$ cat config.mk
export PLATFORM = sky130hd
export DESIGN_NAME = mem_port_arbiter
export DESIGN_NICKNAME = d
export VERILOG_FILES = /design/src/rtl/mem_arb_pkg.sv /design/src/rtl/arb_select.sv /design/src/rtl/mem_port_arbiter.sv
export SDC_FILE = /design/constraint.sdc
export NUM_CORES = 1
export LEC_CHECK = 0
export BUFFER_PORTS_ARGS = -buffer_cell sky130_fd_sc_hd__buf_4
export CORE_AREA = 2 2 104 106
export DETAILED_ROUTE_END_ITERATION = 8
export DIE_AREA = 0 0 106 108
export GPL_ROUTABILITY_DRIVEN = 0
export HOLD_SLACK_MARGIN = 0.15
export PLACE_DENSITY = 0.7
export SYNTH_ARGS = -nofsm -noshare
export SYNTH_HDL_FRONTEND = slang
export SYNTH_SLANG_ARGS = --single-unit
$ cat constraint.sdc
create_clock -name clk -period 2.3 [get_ports clk]
set_input_delay 0.23 -clock clk [delete_from_list [all_inputs] [get_ports clk]]
set_output_delay 0.23 -clock clk [all_outputs]
set_load 0.02 [all_outputs]
$ cat src/rtl/mem_arb_pkg.sv
// Shared types and default widths for the instruction/data memory port arbiter.
// Optional feature macro: MEM_ARB_ROUND_ROBIN_EN (round-robin winner selection).
package mem_arb_pkg;

    localparam int DEF_BITSIZE = 32;
    localparam int DEF_DATA_W  = 32;

    typedef enum logic [1:0] {
        IDLE,
        SERVE_IF,
        SERVE_LSU
    } arb_state_t;

    typedef enum logic {
        GNT_IF,
        GNT_LSU
    } grant_t;

    function automatic arb_state_t serve_state(input grant_t g);
        return (g == GNT_LSU) ? SERVE_LSU : SERVE_IF;
    endfunction

endpackage

$ cat src/rtl/arb_select.sv
// Combinational winner selection between fetch and load/store requests.
// MEM_ARB_ROUND_ROBIN_EN adds the last-served input and alternating tie-break.
module arb_select
    import mem_arb_pkg::*;
(
    input  logic   if_req,
    input  logic   lsu_req,
`ifdef MEM_ARB_ROUND_ROBIN_EN
    input  grant_t last,
`endif
    output grant_t grant,
    output logic   any_req
);

    logic tie_lsu;

`ifdef MEM_ARB_ROUND_ROBIN_EN
    // On a tie the side that was not served last goes first.
    assign tie_lsu = (last == GNT_IF);
`else
    assign tie_lsu = 1'b1;
`endif

    always_comb begin
        any_req = if_req | lsu_req;
        grant   = GNT_IF;
        if (lsu_req && !if_req) begin
            grant = GNT_LSU;
        end else if (lsu_req && if_req) begin
            grant = tie_lsu ? GNT_LSU : GNT_IF;
        end
    end

endmodule

$ cat src/rtl/mem_port_arbiter.sv
// Single-outstanding arbiter sharing one memory port between fetch and LSU.
// Optional feature macro: MEM_ARB_ROUND_ROBIN_EN (round-robin instead of LSU>IF).
module mem_port_arbiter
    import mem_arb_pkg::*;
#(
    parameter int BITSIZE = DEF_BITSIZE,
    parameter int DATA_W  = DEF_DATA_W
) (
    input  logic               clk,
    input  logic               reset_i,
    input  logic [BITSIZE-1:0] if_addr_i,
    input  logic               if_read_i,
    output logic [DATA_W-1:0]  if_data_o,
    output logic               if_valid_o,
    input  logic [BITSIZE-1:0] lsu_addr_i,
    input  logic               lsu_read_i,
    input  logic               lsu_write_i,
    input  logic [DATA_W-1:0]  lsu_wdata_i,
    output logic [DATA_W-1:0]  lsu_data_o,
    output logic               lsu_valid_o,
    output logic [BITSIZE-1:0] mem_addr_o,
    output logic [DATA_W-1:0]  mem_wdata_o,
    output logic               mem_read_o,
    output logic               mem_write_o,
    input  logic [DATA_W-1:0]  mem_data_i,
    input  logic               mem_valid_i
);

    arb_state_t         state;
    grant_t             grant_q;
    grant_t             gnt;
    logic               any_req;
    logic               lsu_req;
    logic               done;
    logic [BITSIZE-1:0] addr_q;
    logic [DATA_W-1:0]  wdata_q;
    logic               is_write_q;

    assign lsu_req = lsu_read_i | lsu_write_i;

`ifdef MEM_ARB_ROUND_ROBIN_EN
    grant_t last_q;

    always_ff @(posedge clk or posedge reset_i) begin
        if (reset_i) begin
            last_q <= GNT_IF;
        end else if (state == IDLE && any_req) begin
            last_q <= gnt;
        end
    end
`endif

    arb_select u_sel (
        .if_req  (if_read_i),
        .lsu_req (lsu_req),
`ifdef MEM_ARB_ROUND_ROBIN_EN
        .last    (last_q),
`endif
        .grant   (gnt),
        .any_req (any_req)
    );

    assign done = (state != IDLE) && mem_valid_i;

    // Requests are sampled only in IDLE; the latched copy drives memory.
    always_ff @(posedge clk or posedge reset_i) begin
        if (reset_i) begin
            state      <= IDLE;
            grant_q    <= GNT_IF;
            addr_q     <= '0;
            wdata_q    <= '0;
            is_write_q <= 1'b0;
        end else begin
            case (state)
                IDLE: begin
                    if (any_req) begin
                        state   <= serve_state(gnt);
                        grant_q <= gnt;
                        if (gnt == GNT_LSU) begin
                            addr_q     <= lsu_addr_i;
                            wdata_q    <= lsu_wdata_i;
                            is_write_q <= lsu_write_i;
                        end else begin
                            addr_q     <= if_addr_i;
                            wdata_q    <= '0;
                            is_write_q <= 1'b0;
                        end
                    end
                end
                SERVE_IF, SERVE_LSU: begin
                    if (mem_valid_i) begin
                        state <= IDLE;
                    end
                end
                default: state <= IDLE;
            endcase
        end
    end

    assign mem_addr_o  = addr_q;
    assign mem_wdata_o = wdata_q;
    assign mem_read_o  = (state == SERVE_IF)
                       | ((state == SERVE_LSU) & ~is_write_q);
    assign mem_write_o = (state == SERVE_LSU) & is_write_q;

    assign if_valid_o  = done && (grant_q == GNT_IF);
    assign lsu_valid_o = done && (grant_q == GNT_LSU);
    assign if_data_o   = if_valid_o  ? mem_data_i : '0;
    assign lsu_data_o  = lsu_valid_o ? mem_data_i : '0;

`ifndef SYNTHESIS
    // Both LSU strobes together are served as a store.
    illegal_rw: assert property (
        @(posedge clk) disable iff (reset_i)
        !(lsu_read_i && lsu_write_i)
    ) else $warning("lsu_read_i and lsu_write_i both set, served as store");
`endif

endmodule
==> results of run 1 <==
how the worst max path moves through the flow:
stage / start / end
after floorplan: reset_i / grant_q$_DFFE_PP0P_
after global placement: if_read_i / mem_addr_o[12]$_DFFE_PP0P_
after detailed placement: if_read_i / mem_addr_o[5]$_DFFE_PP0P_
after CTS: state[1]$_DFFE_PP0P_ / lsu_data_o[12]
after global routing: state[1]$_DFFE_PP0P_ / lsu_data_o[7]
final: state[0]$_DFFE_PP0P_ / lsu_data_o[12]
logic make-up after synthesis:
family                     count (synthesis)
AOI/OAI and AO/OA                         72
DFF                                       68
muxes                                     32
and+or+nand+nor                          104
buffers and inverters                     27
adders and majority gates                  3
layer usage:
layer  vias to the layer above  global-route usage [%]  routed length [um]
met2                       170                   35.62                5935
li1                       1628                       -                   -
met5                         -                       0                   0
met4                         0                   9.117                 302
met1                      1518                   20.87                4089
met3                        22                   4.641                 757
state kept, by name, indices dropped and copies added (netlist names):
| signal | cells |
|---|---|
| mem_wdata_o | 32 |
| state | 2 |
| mem_addr_o | 32 |
| grant_q | 1 |
| is_write_q | 1 |
worst max-delay path, stage by stage, from the launching register on:
cell and delay, ps:
dfrtp_1 410, inv_1 90, ha_2 280, and3b_1 200
buf_4 210, and2_1 190, buf_4 150
layout by cell type, fill, tap and decap left out, types with 2 or more instances in the layout:
cell type | synthesis | layout
ha_1 | 3 | 2
a21o_1 | 3 | 3
a21oi_1 | 3 | 3
o21ai_1 | 4 | 4
inv_1 | 4 | 3
dfrtp_1 | 68 | 68
dlygate4sd3_1 | 0 | 32
clkinv_2 | 0 | 2
nand2_1 | 33 | 33
nand2b_1 | 2 | 2
mux2i_1 | 32 | 32
buf_4 | 6 | 270
clkbuf_8 | 0 | 9
and2_1 | 65 | 65
a22o_1 | 33 | 33
o21ai_0 | 28 | 28
power by group:
| part | leakage (nW) | internal (mW) | total [mW] | switching (mW) |
|---|---|---|---|---|
| Sequential | 0.837 | 1.79 | 2.13 | 0.339 |
| Clock | 0.0955 | 0.496 | 0.942 | 0.446 |
| Combinational | 2.13 | 1.77 | 3.97 | 2.20 |
cell type report:
cell class	instances	area share, %
Tap cell	136	2.885
Antenna cell	1	0.04243
Multi-Input combinational cell	211	24.63
Clock buffer	9	2.100
Timing Repair Buffer	303	40.14
Sequential cell	68	28.85
Clock inverter	6	1.103
Inverter	4	0.2546
what timing repair did:
| action | CTS | global route |
|---|---|---|
| setup endpoints to repair | 0 | 32 |
| resized for setup | 0 | 1 |
| hold buffers | 32 | 0 |
| hold endpoints to repair | 32 | 0 |
stage by stage:
stage | std cells | hold slack, ps | setup slack (ps) | power [mW]
floorplan | 306 | 362.5 | 358.5 | 4.376
global placement | 690 | 447.1 | 449.4 | 5.994
detailed placement | 690 | 450.9 | 403.1 | 6.095
CTS | 737 | 151.2 | 92.65 | 7.108
global route | 737 | 159.4 | 56.90 | 7.496
finish | 738 | 137.6 | 201.6 | 7.036
==> results.cfg, run 1 <==
[status]
status = complete, no violations

[global_routing]
antenna_found_initial = 0
grt_usage_pct = 19.30
grt_pass1_wl_mm = 17.39
grt_pass1_vias = 3543
grt_max_degree = 77
grt_overflow = 0

[sta]
tightest_slew_ps = 960.4
drv_slew = 0
setup_viol = 0
grt_setup_unrepaired = false
fin_worst_skew_ps = 4.955
finalHoldViolations = 0
setup-tns-final_ps = 0
timing.max_slew.rel_slack_pct = 35.97
finalCritPeriodShare_pct = 91.23
fin_crit_ps = 2098
max_freq_ghz = 0.4766

[synth]
synth_area_sq_um = 3283
yosysTopAreaCellShare_pct = 51.83
synth_top_family_by_area = simple AND/OR/NAND/NOR gates
avgSynthCellArea_sq_um = 10.73
synth_cell_types = 20
synth_compound_area_share_pct = 15.47
syn_inst = 306
syn_nets = 443
ys_seq_elements = 68
synth_area_leaders = dfrtp_1, and2_1, mux2i_1
synth_ff_type = dfrtp_1
yosysWarningCount = 0
async_flop_share_pct = 100.0
synthXorXnorAreaFrac_pct = 0
synth_edf_count = 0
synth_top_cell_by_area = dfrtp_1
synth_most_common_cell = dfrtp_1
synth.area.mux_share_pct = 9.756
synthAdderAreaFrac_pct = 1.143
synth-simple-area-share_pct = 17.72
synth_commonest_cells = dfrtp_1, and2_1, a22o_1, nand2_1, mux2i_1
yosysSeqAreaShare_pct = 51.83

[power]
p_per_area_nw_per_um2 = 1193
leakage_nw = 3.061
max-vdd-ir-drop_mv = 0.4858

[worst_setup_path]
startpoint_type = flop
r2r-start = state[0]$_DFFE_PP0P_
rr_worst_depth = 5
r2r_end = mem_wdata_o[23]$_DFFE_PP0P_
r2r_setup_slack_ps = 590
cp.arrival_ps = 1870
endpoint_kind = primary output
critical_path_required_ps = 2070
crit_type = reg2out
critPathMaxFanout = 33

[cts]
cts_tree = yes
cts_max_level = 3
clkTransAtPathRegs_ps = 70
cts.sinks = 68
cts_buffers = 9
clock_latency_ps = 340
root_buffer = clkbuf_8
cts_buffer_depth = 2
post_cts.repair.setup_buffers = 0

[drt]
wl_mm = 11.09
ant_nets = 0
first_iter_violations = 122
vias = 3338
post-route-drc-count = 0
first_pass_iters = 5
wl_per_cell_um = 15.02
via_per_inst = 4.523

[finish]
design_area_sq_um = 5898
layout.nets = 734
multi_input_area_sq_um = 1453
synthToLayoutAreaGrowth_pct = 79.65
fill_cells = 881
drive_gt1_share_pct = 48.59
seq_area_sq_um = 1702
utilization_pct = 57.65

[placement]
hpwl_mm = 8.211
place_area_sq_um = 5384
port_buffers = 265

[hold_path]
hp-class = in2async

[floorplanning]
initial_core_util_pct = 32.09
die_area_sq_um = 11450
io_pins = 266
die_y_um = 108
die_w_um = 106
core.rowCount = 37
core_area_sq_um = 10230

[run]
cap_viol_max_count = 0
Power figures use the tool's default switching activity.
==> inputs of run 2 (changes only) <==
Settings changed: CORE_AREA 2 2 104 106 to 2 2 103 105, DIE_AREA 0 0 106 108 to 0 0 105 107, PLACE_DENSITY 0.7 to 0.74, SYNTH_HIERARCHICAL set to 1.
==> run 2 against run 1 <==
  * Cell count grew 11%
  * Sequential power shrank 2%
  * Total power grew 0.40%
  * Non-clock buffer count grew 7
  * Wire length grew 9.0%
  * Synthesized cell count grew 25%
  * Clock-buffer cell count grew 2
  * Critical path depth is the same
  * Synthesized area grew 8.8%
  * First-iteration DRC count grew 71%
  * Combinational power shrank 3%
  * Critical path type unchanged
==> results.cfg, run 2 <==
[drt]
wl_mm = 12.08
wl_per_cell_um = 14.80
via_per_inst = 4.575
first_iter_violations = 209
first_pass_iters = 4
vias = 3733
post-route-drc-count = 0
ant_nets = 0

[worst_setup_path]
cp_slowest_stage_delay_ps = 370
startpoint_type = flop
crit_top_cell = inv_1
cpMaxStageDelayCell = dfrtp_1
cp_cell_sequence = inv_1, ha_1, inv_1, and3_4, and2_1, buf_4
critPathMaxFanout = 33
crit_type = reg2out
critical_path_required_ps = 2070
endpoint_kind = primary output
cp.arrival_ps = 1860

[floorplanning]
io_pins = 266
die_y_um = 107
die_area_sq_um = 11240
initial_core_util_pct = 35.41
die_w_um = 105
core_area_sq_um = 10090
core.rowCount = 37

[placement]
hpwl_mm = 8.825
port_buffers = 265
place_area_sq_um = 5590

[synth]
synth_edf_count = 0
synth_commonest_cells = nand2_1, dfrtp_1, and2_1
yosysTopAreaCellShare_pct = 47.62
ys_seq_elements = 68
synth_area_sq_um = 3573
syn_nets = 520
synth_cell_types = 23
yosysWarningCount = 6
async_flop_share_pct = 100.0
yosysSeqAreaShare_pct = 47.62
synth_most_common_cell = nand2_1
avgSynthCellArea_sq_um = 9.355
synth_area_leaders = dfrtp_1, and2_1, nand2_1
synth_top_cell_by_area = dfrtp_1
syn_inst = 382
synth_ff_type = dfrtp_1

[finish]
synthToLayoutAreaGrowth_pct = 73.14
final_cell_mix = buf_4, nand2_1, dfrtp_1, and2_1, dlygate4sd3_1
drive_gt1_share_pct = 43.89
fill_cells = 857
seq_area_sq_um = 1702
utilization_pct = 61.31
multi_input_area_sq_um = 1600
layout.nets = 812
design_area_sq_um = 6187
final_common_cell = buf_4

[power]
p_clk_share_pct = 15.8
switching_power_mw = 3.022
seqPwrFrac_pct = 29.5
swShare_pct = 42.78
p_per_area_nw_per_um2 = 1142
leakage_nw = 3.424
internal_power_mw = 4.042
comb_power_share_pct = 54.7
max-vdd-ir-drop_mv = 0.5707

[cts]
root_buffer = clkbuf_8
cts_tree = yes
cts_max_level = 3
cts_buffer_depth = 2
cts_buffers = 9
clock_latency_ps = 350
cts.sinks = 68
clkTransAtPathRegs_ps = 70
cts_resized = 0

[global_routing]
grt_pass1_vias = 3675
grt_usage_pct = 21.30
grt_overflow = 0
grt_pass1_wl_mm = 18.53
antenna_found_initial = 1
grt_max_degree = 69

[status]
status = complete, no violations

[hold_path]
hp-class = in2reg

[sta]
setup-tns-final_ps = 0
fin_crit_ps = 2089
finalHoldViolations = 0
timing.max_slew.rel_slack_pct = 40.22
grt_setup_unrepaired = false
fin_worst_skew_ps = 15.65
setup_viol = 0
tightest_slew_ps = 896.8
max_freq_ghz = 0.4788
drv_slew = 0
finalCritPeriodShare_pct = 90.81

[run]
cap_viol_max_count = 0
-- run 2: changes by cell type after synthesis, sizes merged, moves of 2 or more --
| cell | change |
|---|---|
| buf | +12 |
| clkbuf | -6 |
| nand3 | +33 |
| nand2 | +68 |
| a22o | -33 |
| o21ai | +3 |
| nand2b | -2 |
| a21o | -2 |
| a21oi | -3 |
| or2 | +2 |
-- run 2: power groups by stage --
stage | clock network, mW | logic, mW | registers, mW
2_1_floorplan | 0 | 1.60 | 2.72
3_3_place_gp | 0 | 3.75 | 2.08
3_5_place_dp | 0 | 3.83 | 2.10
4_1_cts | 1.15 | 3.88 | 2.08
5_1_grt | 1.20 | 4.17 | 2.15
6_report | 1.12 | 3.86 | 2.08
-- run 2: what timing repair did --
item / in CTS / in global routing
endpoints found under the hold margin: 52 / 0
setup endpoints to repair: 0 / 23
buffers inserted: 0 / 1
hold buffers: 36 / 0
-- run 2: through the flow --
stage                     std cells  total power, mW  worst slack (ps)  hold WS, ps
after global routing            815            7.525             71.47        161.7
final                           816            7.064             211.4        172.3
after detailed placement        762            5.922             476.6        211.7
after floorplan                 382            4.320             358.5        374.5
after CTS                       814            7.114             81.07        154.2
after global placement          762            5.824             530.3        205.1
-- run 2: final timing paths --
check	startpoint	end	slack, ps	cells past startpoint
worst max-delay path	state[0]$_DFFE_PP0P_	lsu_data_o[0]	210	6
worst min-delay path	if_addr_i[13]	mem_addr_o[13]$_DFFE_PP0P_	170	3
worst max register to register	state[1]$_DFFE_PP0P_	mem_addr_o[7]$_DFFE_PP0P_	660	5
worst min register to register	mem_wdata_o[9]$_DFFE_PP0P_	mem_wdata_o[9]$_DFFE_PP0P_	480	2
max in group asynchronous	reset_i	mem_addr_o[4]$_DFFE_PP0P_	1340	4
min in group asynchronous	reset_i	mem_wdata_o[11]$_DFFE_PP0P_	390	3
-- run 2: routing by layer --
metal | part of all wire, % | track usage [%] | up-vias
met1 | 35 | 21.16 | 1707
met2 | 53 | 39.89 | 184
met5 | 0.091 | 0 | -
li1 | - | - | 1812
met3 | 8.2 | 6.626 | 28
met4 | 3.2 | 10.76 | 2
-- run 2: critical path, delay by kind of cell, from the launching register on --
family / cells / cell delay (ps)
flops: 1 / 370
buf+inv: 3 / 350
simple gates: 2 / 550
fa+ha+maj: 1 / 240
-- run 2: final cells by class --
class | instances | share of cell area, %
tap | 136 | 2.750
sequential | 68 | 27.50
inverter | 5 | 0.3033
multi-input combinational | 280 | 25.86
clock inverter | 5 | 1.375
antenna | 1 | 0.04044
timing repair buffer | 310 | 39.88
clock buffer | 11 | 2.285
-- run 2: logic make-up after synthesis --
kind of cell,synth area share [%]
adders and majority gates,1.401
AOI/OAI and AO/OA,5.567
buffers and inverters,7.738
DFF,47.62
muxes,8.964
and+or+nand+nor,28.71
